File: src/rtl/uart_tx.sv
// uart_tx: 8N1/8N2 asynchronous serial transmitter, LSB first, clocked by the
// 16x (OVERSAMPLE x) baud clock shared with the receive path.
//
// Ports:
//   clkx16  in   oversampled baud clock, the only clock
//   reset   in   synchronous, active-high reset
//   data    in   [7:0] byte to transmit, sampled only in the acceptance cycle
//   send    in   transmit request, accepted when send=1 and ready=1
//   tx      out  serial line, idle high, registered
//   ready   out  idle and able to accept send, registered
//   done    out  one-cycle pulse when a frame has fully completed, registered
//
// Frame timing, with cycle 0 as the acceptance cycle:
//   start bit     cycles 1 .. OVERSAMPLE
//   data bit i    cycles OVERSAMPLE*(1+i)+1 .. OVERSAMPLE*(2+i)
//   stop bit(s)   cycles OVERSAMPLE*9+1 .. OVERSAMPLE*(9+STOP_BITS)
//   ready, done   cycle OVERSAMPLE*(9+STOP_BITS)+1

module uart_tx #(
    parameter int OVERSAMPLE = 16,  // 2..64
    parameter int STOP_BITS  = 1    // 1 or 2
) (
    input  logic       clkx16,
    input  logic       reset,
    input  logic [7:0] data,
    input  logic       send,
    output logic       tx,
    output logic       ready,
    output logic       done
);

    localparam int PW = (OVERSAMPLE > 1) ? $clog2(OVERSAMPLE) : 1;
    localparam logic [PW-1:0] PHASE_LAST = PW'(OVERSAMPLE - 1);
    localparam logic          STOP_LAST  = 1'(STOP_BITS - 1);

    typedef enum logic [1:0] {
        IDLE  = 2'd0,
        START = 2'd1,
        DATA  = 2'd2,
        STOP  = 2'd3
    } state_t;

    state_t          state;
    logic [PW-1:0]   phase;
    logic [2:0]      bit_cnt;
    logic            stop_cnt;
    logic [7:0]      shreg;
    logic            phase_end;

    assign phase_end = (phase == PHASE_LAST);

    // tx is updated on the same edge that changes state, so the line only
    // moves at bit boundaries and is never combinationally derived.
    always_ff @(posedge clkx16) begin
        if (reset) begin
            state    <= IDLE;
            phase    <= '0;
            bit_cnt  <= '0;
            stop_cnt <= 1'b0;
            shreg    <= 8'h00;
            tx       <= 1'b1;
            ready    <= 1'b1;
            done     <= 1'b0;
        end else begin
            done <= 1'b0;
            case (state)
                IDLE: begin
                    tx    <= 1'b1;
                    ready <= 1'b1;
                    if (send) begin
                        shreg    <= data;
                        phase    <= '0;
                        bit_cnt  <= '0;
                        stop_cnt <= 1'b0;
                        tx       <= 1'b0;
                        ready    <= 1'b0;
                        state    <= START;
                    end
                end
                START: begin
                    if (phase_end) begin
                        phase   <= '0;
                        bit_cnt <= '0;
                        tx      <= shreg[0];
                        state   <= DATA;
                    end else begin
                        phase <= phase + 1'b1;
                    end
                end
                DATA: begin
                    if (phase_end) begin
                        phase <= '0;
                        shreg <= {1'b0, shreg[7:1]};
                        if (bit_cnt == 3'd7) begin
                            tx       <= 1'b1;
                            stop_cnt <= 1'b0;
                            state    <= STOP;
                        end else begin
                            // shreg[1] becomes bit 0 after this shift
                            tx      <= shreg[1];
                            bit_cnt <= bit_cnt + 1'b1;
                        end
                    end else begin
                        phase <= phase + 1'b1;
                    end
                end
                STOP: begin
                    if (phase_end) begin
                        phase <= '0;
                        if (stop_cnt == STOP_LAST) begin
                            ready <= 1'b1;
                            done  <= 1'b1;
                            state <= IDLE;
                        end else begin
                            stop_cnt <= stop_cnt + 1'b1;
                        end
                    end else begin
                        phase <= phase + 1'b1;
                    end
                end
                default: begin
                    tx    <= 1'b1;
                    ready <= 1'b1;
                    state <= IDLE;
                end
            endcase
        end
    end

endmodule

File: config.mk
export PLATFORM = sky130hd
export DESIGN_NAME = uart_tx
export DESIGN_NICKNAME = d
export VERILOG_FILES = /design/src/rtl/uart_tx.sv
export SDC_FILE = /design/constraint.sdc
export NUM_CORES = 1
export LEC_CHECK = 0
export CAP_MARGIN = 5
export CORE_ASPECT_RATIO = 1.1
export CORE_UTILIZATION = 57
export CTS_CLUSTER_DIAMETER = 30
export DETAILED_ROUTE_END_ITERATION = 12
export PLACE_DENSITY = 0.9
export SLEW_MARGIN = 20
export SYNTH_ARGS = -nofsm -noshare
export SYNTH_HDL_FRONTEND = slang
export SYNTH_SLANG_ARGS = --single-unit
File: constraint.sdc
create_clock -name clkx16 -period 2.85 [get_ports clkx16]
set_input_delay 0.57 -clock clkx16 [delete_from_list [all_inputs] [get_ports clkx16]]
set_output_delay 0.57 -clock clkx16 [all_outputs]
set_load 0.01 [all_outputs]
---- Yosys cells after proc, flatten, opt, wreduce, memory -nomap -nowiden ----
Index checks and enable logic that the tools add are counted.
storage, ports and cells
  register bits ........................... 21
cells by class
  reduce and logical (&&, ||, !) cells .... 13
  bitwise operators ....................... 2
  add/sub/neg operators ................... 3
  equal/unequal tests ..................... 12
  multiplexer cells ....................... 33
operators with widths
  kind                                                                    count
  8-bit two-way mux                                                       2
  8-bit case mux with 2 select lines                                      1
  2-bit inequality test (second input constant)                           7
  1-bit two-way mux                                                       12
  2-bit two-way mux                                                       6
  3-bit two-way mux                                                       4
  5-bit AND reduction                                                     2
  3-bit case mux with 3 select lines                                      1
  3-bit AND reduction                                                     3
  4-bit two-way mux                                                       2
  2-bit case mux with 4 select lines                                      1
  4-bit case mux with 2 select lines                                      1
  1-bit case mux with 3 select lines                                      2
  6-bit AND reduction                                                     1
  3-bit nonzero test                                                      2
  3-bit OR reduction                                                      2
  4-bit by 1-bit adder with 4-bit output (second input constant)          1
  2-bit equality test (second input constant)                             2
  4-bit equality test (second input constant)                             1
  2-bit nonzero test                                                      2
  3-bit by 1-bit adder with 3-bit output (second input constant)          1
  3-bit equality test (second input constant)                             1
  2-bit by 1-bit equality test with 1-bit output (second input constant)  1
  2-bit logical NOT                                                       1
  other kinds (3)                                                         4

---- Depth between registers and ports, before layout ----
  word-level depth ........................ 4
  depth in mapped cells ................... 7

---- Worst setup path after synthesis ----
OpenSTA, ideal clock, no wires.
  kind .................................... reg2reg
  start point ............................. register state[0]
  end point ............................... register bit_cnt[1]
  setup time .............................. 116 ps
  arrival time ............................ 1498 ps
  buffers on the path ..................... 1
  setup slack ............................. 1237 ps
  cell stages (with the launch flop) ...... 8
  cell sequence ........................... dfxtp_1 -> inv_1 -> ha_1 -> buf_6 -> or3_4 -> o2111ai_2 -> nor3_1 -> a31o_1
on the way
  cells in the longest elaborated chain, start to end .. 3
  elaborated cells between the ends (all ways) .. 10
RTL lines
  element                                                                       line  text
  from (decl)                                                                   43    state_t state;
  from (signal assigned)                                                        56    state <= IDLE;
  from (signal assigned)                                                        77    state <= START;
  from (signal assigned)                                                        85    state <= DATA;
  2-bit equality test (tied with other cells)                                   66    case (state)
  2-bit inequality test (no source line) or 3-bit nonzero test (tied branches)  --
  5-bit AND reduction (no source line)                                          --
  to (signal assigned)                                                          101   bit_cnt <= bit_cnt + 1'b1;
  to (decl)                                                                     45    logic [2:0] bit_cnt;
Several ways; a longest one is shown, not always the timed one.
A chain may end at the register's enable or synchronous reset.

---- Worst setup path after layout ----
  start point ............................. register state[0]
  end point ............................... register bit_cnt[0]
The elaborated chain is that of the path after synthesis.

==> impl_results.rst <==
.. list-table::
   :header-rows: 1

   * - Metric
     - Value
   * - Starting DRC count in detailed routing
     - 9
   * - Share of final-layout standard cells stronger than drive strength 1
     - 0.109
   * - Core Region
     - 0.00180 sq mm
   * - Detailed Route WL
     - 2170 um
   * - Number of top-level design ports
     - 14
   * - Total setup violations reported at the end of the flow
     - 0
   * - Die span in y
     - 48.2 um
   * - Hold Crit Depth
     - 1
   * - DRC Markers
     - 1
   * - Finished layout cell area
     - 0.00126 sq mm
   * - Capture instance of the worst register-to-register path
     - bit_cnt[0]$_SDFFE_PP0P_
   * - Maximum resistive drop on vdd
     - 0.581 mV
   * - Critical Path AT
     - 2.36 ns
   * - Cell type contributing the most total cell area after synthesis
     - sky130_fd_sc_hd__dfxtp_1
   * - Worst-path fanout max
     - 17
   * - Htree depth
     - 1
   * - Clock-pin slew of the registers on the worst-case setup and hold paths
     - 0.12 ns
   * - # clock sinks
     - 20
   * - Synth-to-Final Area Change
     - 14.1%
   * - Synthesis-stage register bit count
     - 20
   * - Status
     - complete, but fails checks
   * - Root Driver
     - sky130_fd_sc_hd__clkbuf_4
   * - Latest clock arrival within the worst-skew pair
     - 0.30 ns
   * - Setup TNS after final layout
     - 0 ns
   * - Critical Path Source
     - state[0]$_SDFFE_PP0P_
   * - Number of violations of the max-capacitance limit
     - 0
   * - Class of the tightest hold or removal check
     - reg -> reg
   * - Startpoint of the worst-slack reg-to-reg timing path
     - state[0]$_SDFFE_PP0P_
   * - Min Tclk post-route
     - 2.12 ns
   * - Setup repair after global routing missed its margin
     - false
   * - Post-route antenna net violation count
     - 0
   * - Static Leakage
     - 0.484 nW
   * - Overall die area
     - 0.00212 sq mm
   * - Max Freq
     - 472 MHz
   * - Largest net degree at the start of global routing
     - 18
   * - Most frequent standard cell in the layout excluding fill and tap cells
     - sky130_fd_sc_hd__dfxtp_1
   * - Buffers on Ports
     - 13
   * - Vias
     - 869
   * - Global-route wire length before repair
     - 3430 um
   * - Reg-to-reg setup timing slack
     - 0.73 ns
   * - Pins over their slew limit
     - 0
   * - Ys Warns
     - 0
   * - Avg Synthesized Cell Area
     - 9.46 sq um
   * - Leading cell types in the layout, fill and taps excluded
     - sky130_fd_sc_hd__dfxtp_1, sky130_fd_sc_hd__clkdlybuf4s50_1, sky130_fd_sc_hd__nor2_1
   * - Post-synth top flop
     - sky130_fd_sc_hd__dfxtp_1
   * - Sequential share of the synthesized area
     - 0.362
   * - Library cells used by synthesis
     - 37
   * - Via count of the first global-routing pass
     - 776
   * - Cell Area, Synth
     - 0.00111 sq mm
   * - Data required time at the worst endpoint
     - 3.09 ns
   * - Detailed-router iteration count before antenna repair
     - 8
   * - Async set-reset flop share out of synthesis
     - 0
   * - Number of failing hold endpoints at the final stage
     - 0
   * - Total track usage
     - 0.223
   * - Synthesized netlist net count
     - 137
   * - Initial antenna violation count
     - 0
   * - Drt wl/cell
     - 14.9 um
   * - Startpoint Class
     - register
   * - Number of buffers inserted by post-CTS setup repair
     - 0
   * - Buffer depth of the longest clock path
     - 2
   * - Top area cells in the synthesized netlist
     - sky130_fd_sc_hd__dfxtp_1, sky130_fd_sc_hd__ha_1, sky130_fd_sc_hd__mux2i_1, sky130_fd_sc_hd__nor2_1, sky130_fd_sc_hd__a211oi_1
   * - Row cnt
     - 16
   * - Worst hold slack
     - 0.501 ns
   * - Post-CTS Hold Buffers
     - 0
   * - Placed inst area
     - 0.00123 sq mm
   * - CTS buffer count
     - 3
   * - Area share of the leading cell type in the synthesized netlist
     - 0.362
   * - Final global-route overflow total
     - 0
   * - Violated checks
     - DRC
   * - TritonCTS clock tree
     - built
   * - Mapped Cells
     - 117
   * - Hold Path Sink
     - bit_cnt[1]$_SDFFE_PP0P_
   * - Post-synth EDFFs
     - 0
   * - Crit Path Category
     - reg -> reg
   * - Min-Delay Startpoint
     - bit_cnt[1]$_SDFFE_PP0P_
   * - Resize count post-CTS
     - 0
   * - Effective utilization at floorplan
     - 0.615
   * - Net count of the finished layout
     - 149
   * - Die Span X
     - 44.0 um
   * - Max-Slew Margin vs Limit
     - 0.517
   * - Half-perimeter wire length of the detailed placement result
     - 1650 um
   * - Worst setup EP type
     - register
   * - Count of fill cells added during filler insertion
     - 145
   * - Depth of the worst register-to-register path
     - 5
   * - Antenna diode instance count
     - 0
   * - Clock skew
     - 0.00172 ns
   * - Worst Max-Slew Pin Slew
     - 0.725 ns
   * - Total power per unit cell area
     - 970 mW/mm^2
   * - Part of the cycle the worst path needs
     - 0.743
   * - Via density
     - 5.95
   * - Final Wtd Congestion
     - 0.788
## flip-flops by register name, indices dropped and copies added (netlist names)
signal   flops
done         1
phase        4
tx           1
state        2
ready        1
bit_cnt      3
shreg        8
## cell families (layout without fill, tap and decap cells)
kind of cell | Yosys count | count (layout) | share of synthesized area
flops | 20 | 20 | 0.362
simple gates | 39 | 39 | 0.189
mux | 10 | 10 | 0.0904
fa+ha+maj | 9 | 9 | 0.102
buf+inv | 12 | 23 | 0.0531
compound gates | 27 | 27 | 0.205
## how the worst max path moves through the flow
| stage | endpoint | slack (ns) | cells after the start |
|---|---|---|---|
| floorplan | bit_cnt[1]$_SDFFE_PP0P_ | 1.24 | 7 |
| global placement | bit_cnt[0]$_SDFFE_PP0P_ | 0.81 | 6 |
| detailed placement | shreg[4]$_SDFFE_PP0P_ | 0.74 | 5 |
| CTS | tx$_SDFFE_PP1P_ | 0.69 | 6 |
| global route | bit_cnt[0]$_SDFFE_PP0P_ | 0.56 | 5 |
| finish | bit_cnt[0]$_SDFFE_PP0P_ | 0.73 | 5 |
## power breakdown
part | switching (mW) | internal, mW
Combinational | 0.353 | 0.279
Clock | 0.0917 | 0.0778
Sequential | 0.0587 | 0.365
## final cells by class
type	instances	area (sq um)	share of cell area
clock buffer	4	36.3	0.0287
inverter	5	18.8	0.0149
sequential	20	400	0.317
timing repair buffer	14	138	0.109
tap	18	22.5	0.0178
multi-input combinational	85	648	0.513
## layer usage
| metal | routed length [um] | vias up | global-route usage |
|---|---|---|---|
| met5 | 0 | - | 0 |
| met4 | 9 | 0 | 0.0545 |
| met3 | 48 | 2 | 0.0222 |
| met2 | 1200 | 16 | 0.447 |
| met1 | 911 | 403 | 0.257 |
| li1 | - | 448 | - |
## per-stage QoR
step                 util  cells  total power [mW]  worst slack, ns
finish              0.701    146              1.23            0.733
global route        0.701    146              1.32            0.557
CTS                 0.701    146              1.23            0.692
global placement    0.681    142              1.02            0.810
detailed placement  0.681    142              1.07            0.738
floorplan               -    117             0.944             1.24
## cells in the mapped netlist, types with 2 or more instances
library cell / n
sky130_fd_sc_hd__mux2i_1: 10
sky130_fd_sc_hd__dfxtp_1: 20
sky130_fd_sc_hd__nand3_2: 2
sky130_fd_sc_hd__nor2_1: 12
sky130_fd_sc_hd__nand3_1: 3
sky130_fd_sc_hd__ha_1: 9
sky130_fd_sc_hd__inv_1: 5
sky130_fd_sc_hd__clkbuf_1: 2
sky130_fd_sc_hd__and3_1: 2
sky130_fd_sc_hd__a211oi_1: 5
sky130_fd_sc_hd__a21oi_1: 5
sky130_fd_sc_hd__nand2_1: 6
sky130_fd_sc_hd__a31o_1: 2
sky130_fd_sc_hd__nor2b_1: 3
sky130_fd_sc_hd__nor3_1: 5
sky130_fd_sc_hd__a31oi_1: 2
sky130_fd_sc_hd__buf_2: 2
sky130_fd_sc_hd__o21ai_0: 2
sky130_fd_sc_hd__a211oi_2: 2
## worst max-delay path: stages, from the launching register on
cell	delay [ns]
sky130_fd_sc_hd__dfxtp_1	0.36
sky130_fd_sc_hd__inv_1	0.15
sky130_fd_sc_hd__ha_1	0.65
sky130_fd_sc_hd__inv_1	0.20
sky130_fd_sc_hd__or4_1	0.54
sky130_fd_sc_hd__a31oi_1	0.16
No activity file was read; power rests on OpenSTA's default activity.
